--- config.mk ---
export PLATFORM = sky130hd
export DESIGN_NAME = thrm_dec
export DESIGN_NICKNAME = d
export VERILOG_FILES = /design/src/rtl/thrm_pkg.sv /design/src/rtl/thrm_chk.sv /design/src/rtl/thrm_dec.sv
export SDC_FILE = /design/constraint.sdc
export NUM_CORES = 1
export LEC_CHECK = 0
export CAP_MARGIN = 20
export CORE_MARGIN = 3
export CORE_UTILIZATION = 44
export CTS_BUF_LIST = sky130_fd_sc_hd__clkbuf_8
export CTS_CLUSTER_SIZE = 30
export DETAILED_ROUTE_END_ITERATION = 7
export MAX_ROUTING_LAYER = met4
export PLACE_DENSITY_LB_ADDON = 0.2
export SYNTH_ARGS = -nofsm -noshare
export SYNTH_HDL_FRONTEND = slang
export SYNTH_SLANG_ARGS = --single-unit
export TNS_END_PERCENT = 30
--- constraint.sdc ---
create_clock -name dec_clk -period 8.6 [get_ports dec_clk]
set_input_delay 2.58 -clock dec_clk [delete_from_list [all_inputs] [get_ports dec_clk]]
set_output_delay 2.58 -clock dec_clk [all_outputs]
set_load 0.005 [all_outputs]
--- src/rtl/thrm_pkg.sv ---
// thrm_pkg -- shared constants and types for the thermometer decoder.
//   MTRX_W / BAND_W     : field widths of the matrix and band thermometers
//   *_LSB               : bit offsets of the four matrix fields in the 64-bit word
//   mtrx_t              : packed view of the 64-bit matrix word
package thrm_pkg;

    localparam int MTRX_W      = 16;
    localparam int BAND_W      = 32;
    localparam int COL_ON_LSB  = 0;
    localparam int COL_OFF_LSB = 16;
    localparam int ROW_P_LSB   = 32;
    localparam int ROW_N_LSB   = 48;

    localparam logic [7:0] ERR_CNT_MAX = 8'hFF;

    // Packed MSB-first, so row_n lands on [63:48] and col_on on [15:0].
    typedef struct packed {
        logic [MTRX_W-1:0] row_n;
        logic [MTRX_W-1:0] row_p;
        logic [MTRX_W-1:0] col_off;
        logic [MTRX_W-1:0] col_on;
    } mtrx_t;

endpackage

--- src/rtl/thrm_chk.sv ---
// thrm_chk -- popcount and thermometer-legality check for one field.
//   thrm  in  W                 : LSB-filled thermometer code
//   cnt   out $clog2(W+1)       : number of set bits
//   legal out 1                 : 1 when exactly bits [cnt-1:0] are set
module thrm_chk #(
    parameter int W = 16
) (
    input  logic [W-1:0]               thrm,
    output logic [$clog2(W+1)-1:0]     cnt,
    output logic                       legal
);

    localparam int CW = $clog2(W+1);

    logic [W-1:0] mask;

    always_comb begin
        cnt = '0;
        for (int i = 0; i < W; i++) begin
            cnt = cnt + CW'(thrm[i]);
        end
    end

    // Shifting all-ones left by cnt leaves the bits that must be clear;
    // a shift by the full width yields zero, which covers the all-ones code.
    always_comb begin
        mask  = {W{1'b1}} << cnt;
        legal = (thrm == ~mask);
    end

endmodule

--- src/rtl/thrm_dec.sv ---
// thrm_dec -- two-stage decoder for a capacitor-matrix thermometer and a band
// thermometer, with illegal-code detection and error accounting.
//   dec_clk, dec_rst        : clock, synchronous active-high reset
//   csr_dec_en              : 0 freezes captures and drops in-flight valids
//   in_vld, mtrx_thrm,
//   band_thrm               : input word (row_n|row_p|col_off|col_on) and band code
//   err_clr                 : clears err_sticky and err_cnt
//   out_vld, num_cap,
//   num_band, code_err      : decoded result, valid two cycles after acceptance
//   out_chg                 : pulse when a valid result differs from the last one
//   err_sticky, err_cnt     : error flag and saturating error counter
// Build option: define THRM_DEC_ERR_CNT_EN to include the error counter;
// without it err_cnt is constant zero.
module thrm_dec
    import thrm_pkg::*;
(
    input  logic                    dec_clk,
    input  logic                    dec_rst,
    input  logic                    csr_dec_en,
    input  logic                    in_vld,
    input  logic [4*MTRX_W-1:0]     mtrx_thrm,
    input  logic [BAND_W-1:0]       band_thrm,
    input  logic                    err_clr,
    output logic                    out_vld,
    output logic [7:0]              num_cap,
    output logic [$clog2(BAND_W+1)-1:0] num_band,
    output logic                    code_err,
    output logic                    out_chg,
    output logic                    err_sticky,
    output logic [7:0]              err_cnt
);

    localparam int MCW = $clog2(MTRX_W+1);
    localparam int BCW = $clog2(BAND_W+1);

    logic              s1_vld;
    mtrx_t             s1_mtrx;
    logic [BAND_W-1:0] s1_band;

    always_ff @(posedge dec_clk) begin
        if (dec_rst) begin
            s1_vld  <= 1'b0;
            s1_mtrx <= '0;
            s1_band <= '0;
        end else begin
            s1_vld <= csr_dec_en & in_vld;
            if (csr_dec_en && in_vld) begin
                s1_mtrx <= mtrx_t'(mtrx_thrm);
                s1_band <= band_thrm;
            end
        end
    end

    logic [MCW-1:0] row_cnt, col_cnt;
    logic [BCW-1:0] band_cnt;
    logic           row_legal, col_legal, band_legal;

    thrm_chk #(.W(MTRX_W)) u_chk_row (
        .thrm  (s1_mtrx.row_p),
        .cnt   (row_cnt),
        .legal (row_legal)
    );

    thrm_chk #(.W(MTRX_W)) u_chk_col (
        .thrm  (s1_mtrx.col_on),
        .cnt   (col_cnt),
        .legal (col_legal)
    );

    thrm_chk #(.W(BAND_W)) u_chk_band (
        .thrm  (s1_band),
        .cnt   (band_cnt),
        .legal (band_legal)
    );

    logic [8:0] cap_sum;
    logic [7:0] cap_sat;
    logic       dec_err;

    // Popcounts are used even for bubbled codes so a single flipped bit
    // shifts the count by one instead of truncating it.
    always_comb begin
        cap_sum = {row_cnt, 4'b0000} + 9'(col_cnt);
        cap_sat = cap_sum[8] ? 8'hFF : cap_sum[7:0];
        dec_err = !row_legal || !col_legal || !band_legal
                  || (s1_mtrx.row_n   != ~s1_mtrx.row_p)
                  || (s1_mtrx.col_off != ~s1_mtrx.col_on)
                  || (&s1_mtrx.row_p);
    end

    logic s2_load;
    logic no_prev;
    logic err_hit;

    assign s2_load = csr_dec_en & s1_vld;
    assign err_hit = out_vld & code_err;

    // The data outputs hold the last valid result, so they double as the
    // previous-value register for change detection.
    always_ff @(posedge dec_clk) begin
        if (dec_rst) begin
            out_vld    <= 1'b0;
            num_cap    <= '0;
            num_band   <= '0;
            code_err   <= 1'b0;
            out_chg    <= 1'b0;
            no_prev    <= 1'b1;
            err_sticky <= 1'b0;
        end else begin
            out_vld <= s2_load;
            out_chg <= 1'b0;
            if (s2_load) begin
                num_cap  <= cap_sat;
                num_band <= band_cnt;
                code_err <= dec_err;
                out_chg  <= no_prev || (cap_sat != num_cap) || (band_cnt != num_band);
                no_prev  <= 1'b0;
            end
            if (err_hit) begin
                err_sticky <= 1'b1;
            end else if (err_clr) begin
                err_sticky <= 1'b0;
            end
        end
    end

`ifdef THRM_DEC_ERR_CNT_EN
    always_ff @(posedge dec_clk) begin
        if (dec_rst) begin
            err_cnt <= '0;
        end else if (err_clr) begin
            err_cnt <= {7'b0, err_hit};
        end else if (err_hit && err_cnt != ERR_CNT_MAX) begin
            err_cnt <= err_cnt + 8'd1;
        end
    end
`else
    assign err_cnt = '0;
`endif

endmodule

==> Word level (Yosys, flattened, before mapping) <==
Index checks and enable logic that the tools add are counted.
{ "classes": {"reduce_logical": 14, "muxes": 3, "addsub": 62, "bitwise": 9, "n_eq_ne": 7, "n_shift": 3} }
{ "op_table": {"columns": ["op", "n"], "rows": [
  ["adder 6 x 1 -> 6 bit", 30],
  ["adder 5 x 1 -> 5 bit", 28],
  ["NOT 16 bit", 4],
  ["== test 16 bit", 2],
  ["== test 32 bit", 1],
  ["!= test 16 bit", 2],
  ["NOT 32 bit", 1],
  ["<< shifter 16 x 5 -> 16 bit, first input constant", 2],
  ["<< shifter 32 x 6 -> 32 bit, first input constant", 1],
  ["AND reduction 16 bit", 1],
  ["adder 9 x 5 -> 9 bit", 1],
  ["2-to-1 mux 8 bit", 1],
  ["!= test 8 bit", 1],
  ["logical OR 1 bit", 7],
  ["adder 1 x 1 -> 2 bit", 3],
  ["!= test 6 bit", 1],
  ["AND 1 bit", 3],
  ["logical NOT 1 bit", 3],
  ["2-to-1 mux 1 bit", 2],
  ["nonzero test 2 bit", 1],
  ["OR reduction 2 bit", 1],
  ["logical AND 1 bit", 1],
  ["NOT 1 bit", 1]
]} }
{ "totals": {"inputBits": 101, "wordCells": 111, "reg_bits": 116} }

==> Longest topological paths before layout <==
{ "logic_depth": {"depth_word": 39, "ltp_mapped": 24, "depth_no_buf": 22} }

==> Cells and area by module <==
A second synthesis with hierarchy kept.
{ "hier_totals": {"hier_cells": 1089, "hier_area_um2": 8406.8} }
{ "modules_own_cells": {"columns": ["mod", "area_per_inst_um2", "n_inst", "cells_each", "seq_area_each_um2"], "rows": [
  ["thrm_dec", 4700.8, 1, 599, 2322.2],
  ["thrm_chk (u_chk_band)", 1853.0, 1, 242, 0.0],
  ["thrm_chk (u_chk_row)", 952.2, 1, 127, 0.0],
  ["thrm_chk (u_chk_col)", 900.9, 1, 121, 0.0]
]} }

==> Least setup slack after synthesis <==
Ideal clock, no wire load.
{ "synth_timing": {"path_kind": "register to register", "startpoint": "register s1_band[1]", "endpoint": "register code_err", "stages_incl_launch_ff": 20, "setup_slack_ns": 2.516, "period_less_slack_ns": 6.084, "t_arrival_ns": 5.966, "setup_time_ns": 0.119, "cell_sequence": "dfxtp_1 ha_1 inv_1 fa_1 fa_1 fa_1 fa_1 fa_1 fa_1 fa_1 fa_1 and4bb_1 nand4b_1 o22a_1 or4_1 a21oi_1 o2111ai_1 nor4_1 nand4_1 o221a_1"} }
{ "synth_via": {"elab_chain_len": 39} }
{ "synth_rtl": {"columns": ["element", "line_no", "text"], "rows": [
  ["from (decl)", "thrm_dec.sv:38", "logic [BAND_W-1:0] s1_band;"],
  ["from (signal assigned)", "thrm_dec.sv:49", "s1_band <= band_thrm;"],
  ["adder 1 x 1 -> 2 bit", "thrm_chk.sv:20", "cnt = cnt + CW'(thrm[i]);"],
  ["adder 6 x 1 -> 6 bit (30 in series)", "thrm_chk.sv:20", null],
  ["<< shifter 32 x 6 -> 32 bit", "thrm_chk.sv:27", "mask = {W{1'b1}} << cnt;"],
  ["NOT 32 bit", "thrm_chk.sv:28", "legal = (thrm == ~mask);"],
  ["== test 32 bit *", "thrm_chk.sv:28", null],
  ["logical NOT 1 bit *", "thrm_dec.sv:85", "dec_err = !row_legal || !col_legal || !band_legal"],
  ["logical OR 1 bit *", "thrm_dec.sv:85", null],
  ["logical OR 1 bit *", "thrm_dec.sv:86", "|| (s1_mtrx.row_n != ~s1_mtrx.row_p)"],
  ["logical OR 1 bit *", "thrm_dec.sv:87", "|| (s1_mtrx.col_off != ~s1_mtrx.col_on)"],
  ["logical OR 1 bit *", "thrm_dec.sv:88", "|| (&s1_mtrx.row_p);"],
  ["to (signal assigned)", "thrm_dec.sv:115", "code_err <= dec_err;"],
  ["to (decl)", "thrm_dec.sv:27", "output logic code_err,"]
]} }
Mark *: on every way between the ends. The rest lies on a longest branch, timed or not.
A chain may end at the register's enable or synchronous reset.

==> Final worst setup path <==
Same ends and word-level chain as after synthesis.

==> run metrics <==
M1 wire length=~12 mm; Area Overhead vs Synth=19.9%; P_sw=about 920 µW; max cap viols=0; initial antenna violation count=0; Max Clock Skew=between 0.01 and 0.015 ns; total number of vias=about 7800; Avg WL per Cell=about 18 µm; post-synthesis register bit count=approximately 120; Logic pwr share=~50%; Hold Startpoint=no_prev; metal2 WL=approximately 11 mm; first-pass GRT wire length=39.3 mm; Hold EP=no_prev; count of different cell masters after synthesis=75; EDFF count, synth=0; Final setup viols=0; Power Dens Cells=around 220 nW/µm²; violation count after the first detailed-route iteration=between 500 and 600; Setup Slack @ Placement=~1.8 ns; final antenna-violating net count=0; die height=around 140 µm; cell count after placement=between 1000 and 1500; clk slew on worst S/H paths=approximately 0.080 ns; WS Path Type=flop to flop; Multi-input gate area=5090 µm²; H-tree Lvls=4; Tcrit/Tclk final=80.5%; total setup buffers inserted after CTS=0; Starting Density=45.6%; vias in the first global route=approximately 7300; leakage=3.67 nW; Fin. Hold Viols=0; root buf cell=clkbuf_8; Peak VDD IR=~0.15 mV; total core area=between 15000 and 20000 µm²; TritonRoute pass-1 iters=5; Int Power=~1.2 mW; Post-Layout Cell Count=approximately 1400; worst hold path cell count=2; Synth top area share=approximately 29%; DR WL met3=about 1.4 mm; Sw Ratio=44.2%; final wirelength=around 25 mm; Seq/Total Area, Yosys=28.9%; top routing layer in use=met4; Least-Margin Pin Slew=1.08 ns; outcome=finished, final reports clean; mapped cell area=8030 µm²; Final WS setup=approximately 1.7 ns; average size of a mapped cell=about 7.6 µm²; reg-to-reg startpoint=s1_band[1]; commonest non-fill, non-tap cell in the layout=nand2_1; YS warnings=0; top fanout value on the critical path=11; crit end category=flop; worst-skew pair later-pin latency=0.46 ns; Sink Count=between 100 and 150; cell taking the most area after synthesis=dfxtp_1; clock share of power=between 20 and 25%; Rel. slew slack=27.5%; minimum clock period=just under 7 ns; Die W=141 µm; end-of-flow core utilization=approximately 55%; Total GRT Usage=25.9%; cell row count=48; unrepaired setup endpoints after global routing=no; setup_tns=0 ns; Worst R2R Setup Slack=~1.7 ns; fin. max-slew vios=0; clk buf depth=2; Most used DFF post-synth=dfxtp_1; Vias/cell=approximately 5.6; ys async rst share=0%; n_diodes=0; Final HPWL DP=18.9 mm; port bufs=~120; Fill cells=~1700; CP Data Arrival Time=7.27 ns; critical path launch point type=flop; fin nets=~1300; Die Footprint=~20000 µm²; I/O Pins=between 100 and 150; TritonCTS clock tree=built; Seq. cell area=approximately 2300 µm²; Worst Path Required=8.96 ns; Min-Delay Path Class=flop to flop; R2R depth=18; post-synthesis cell count=1057; Resize count post-CTS=0; GR Overflow Total=0; Synth area leaders=dfxtp_1, nand2_1, fa_1; largest net degree at the start of global routing=slightly below 100; commonest cells after routing, fill and taps aside=nand2_1, a21oi_1, clkdlybuf4s50_1; R2R Path End=code_err; Reg power frac=between 20% and 30%; fmax=145 MHz; CTS buffer count=17; RePlAce Congestion=0.978; hold-fix buffers at CTS=0; layout cells sized above 1=between 4 and 5%; DRC viols=0
worst max-delay path, stage by stage, from the launching register on:
cell	delay [ns]
dfxtp_1	0.40
ha_1	0.25
inv_1	0.08
fa_1	0.45
fa_1	0.51
fa_1	0.42
fa_1	0.46
fa_1	0.51
fa_1	0.43
fa_1	0.42
fa_1	0.47
and4bb_1	0.30
nand4b_1	0.14
o22ai_1	0.68
o311ai_0	0.25
a221o_1	0.33
nor4_1	0.35
nand4_1	0.14
o221a_1	0.22
state kept, by name, indices dropped and copies added (netlist names):
name        cells
num_band        6
s1_band        32
s1_vld          1
code_err        1
out_chg         1
num_cap         8
s1_mtrx        64
no_prev         1
out_vld         1
err_sticky      1
per-layer routing:
metal,GRT usage (%),vias up
met5,-,-
met4,9.13,0
met3,4.17,45
met2,38.8,283
met1,35.7,3690
li1,-,3749
worst max-delay path by stage:
stage                          start        to  slack (ns)
after detailed placement  s1_band[1]  code_err        1.79
after global routing      s1_band[1]  code_err        1.30
final                     s1_band[1]  code_err        1.68
after global placement    s1_band[1]  code_err        1.85
after CTS                 s1_band[1]  code_err        1.73
after floorplan           s1_band[1]  code_err        2.52
synth_stat cells, drive strengths merged (3+ instances only):
| cell | n |
|---|---|
| nand2 | 236 |
| a21oi | 139 |
| dfxtp | 116 |
| inv | 96 |
| nor2 | 48 |
| clkbuf | 45 |
| fa | 44 |
| o21ai | 39 |
| xnor2 | 33 |
| ha | 21 |
| buf | 18 |
| nor4 | 17 |
| xor2 | 17 |
| nand3 | 15 |
| nor3 | 15 |
| nand4 | 12 |
| a31oi | 11 |
| nand2b | 10 |
| o211ai | 10 |
| mux2i | 7 |
| a211oi | 6 |
| a21o | 6 |
| nor2b | 6 |
| o22ai | 6 |
| or3 | 6 |
| and2 | 5 |
| o21a | 5 |
| o311ai | 5 |
| a2111oi | 4 |
| a32oi | 4 |
| mux2 | 3 |
| nor3b | 3 |
| o41ai | 3 |
area by class of cell:
class,instances,share of cell area [%]
clock buffer,19,2.72
clock inverter,13,1.03
inverter,96,3.74
multi-input combinational,789,52.9
sequential,116,24.1
tap,225,2.93
timing repair buffer,122,12.6
cell families after synthesis:
| kind of cell | Yosys count | share of synthesized area [%] |
|---|---|---|
| AO/OA/AOI/OAI | 272 | 20.8 |
| XOR/XNOR | 50 | 5.64 |
| adder cells (fa/ha/maj) | 65 | 14.2 |
| buffers and inverters | 159 | 8.06 |
| flip-flops | 116 | 28.9 |
| multiplexers | 10 | 1.34 |
| other | 1 | 0.0467 |
| AND/OR/NAND/NOR | 384 | 21.0 |
stage by stage:
step / power [mW] / area [µm²] / hold slack, ns
floorplan: 1.31 / 8060 / 0.423
global placement: 1.58 / 9260 / 0.435
detailed placement: 1.59 / 9260 / 0.438
CTS: 2.07 / 9620 / 0.451
global route: 2.21 / 9620 / 0.487
finish: 2.08 / 9620 / 0.450
power groups by stage:
stage	Sequential, mW	Clock (mW)	Combinational [mW]
after CTS	0.595	0.479	0.994
after floorplan	0.593	0	0.722
final	0.596	0.474	1.01
after global placement	0.606	0	0.975
after detailed placement	0.607	0	0.985
after global routing	0.598	0.506	1.11
Power figures use the tool's default switching activity.
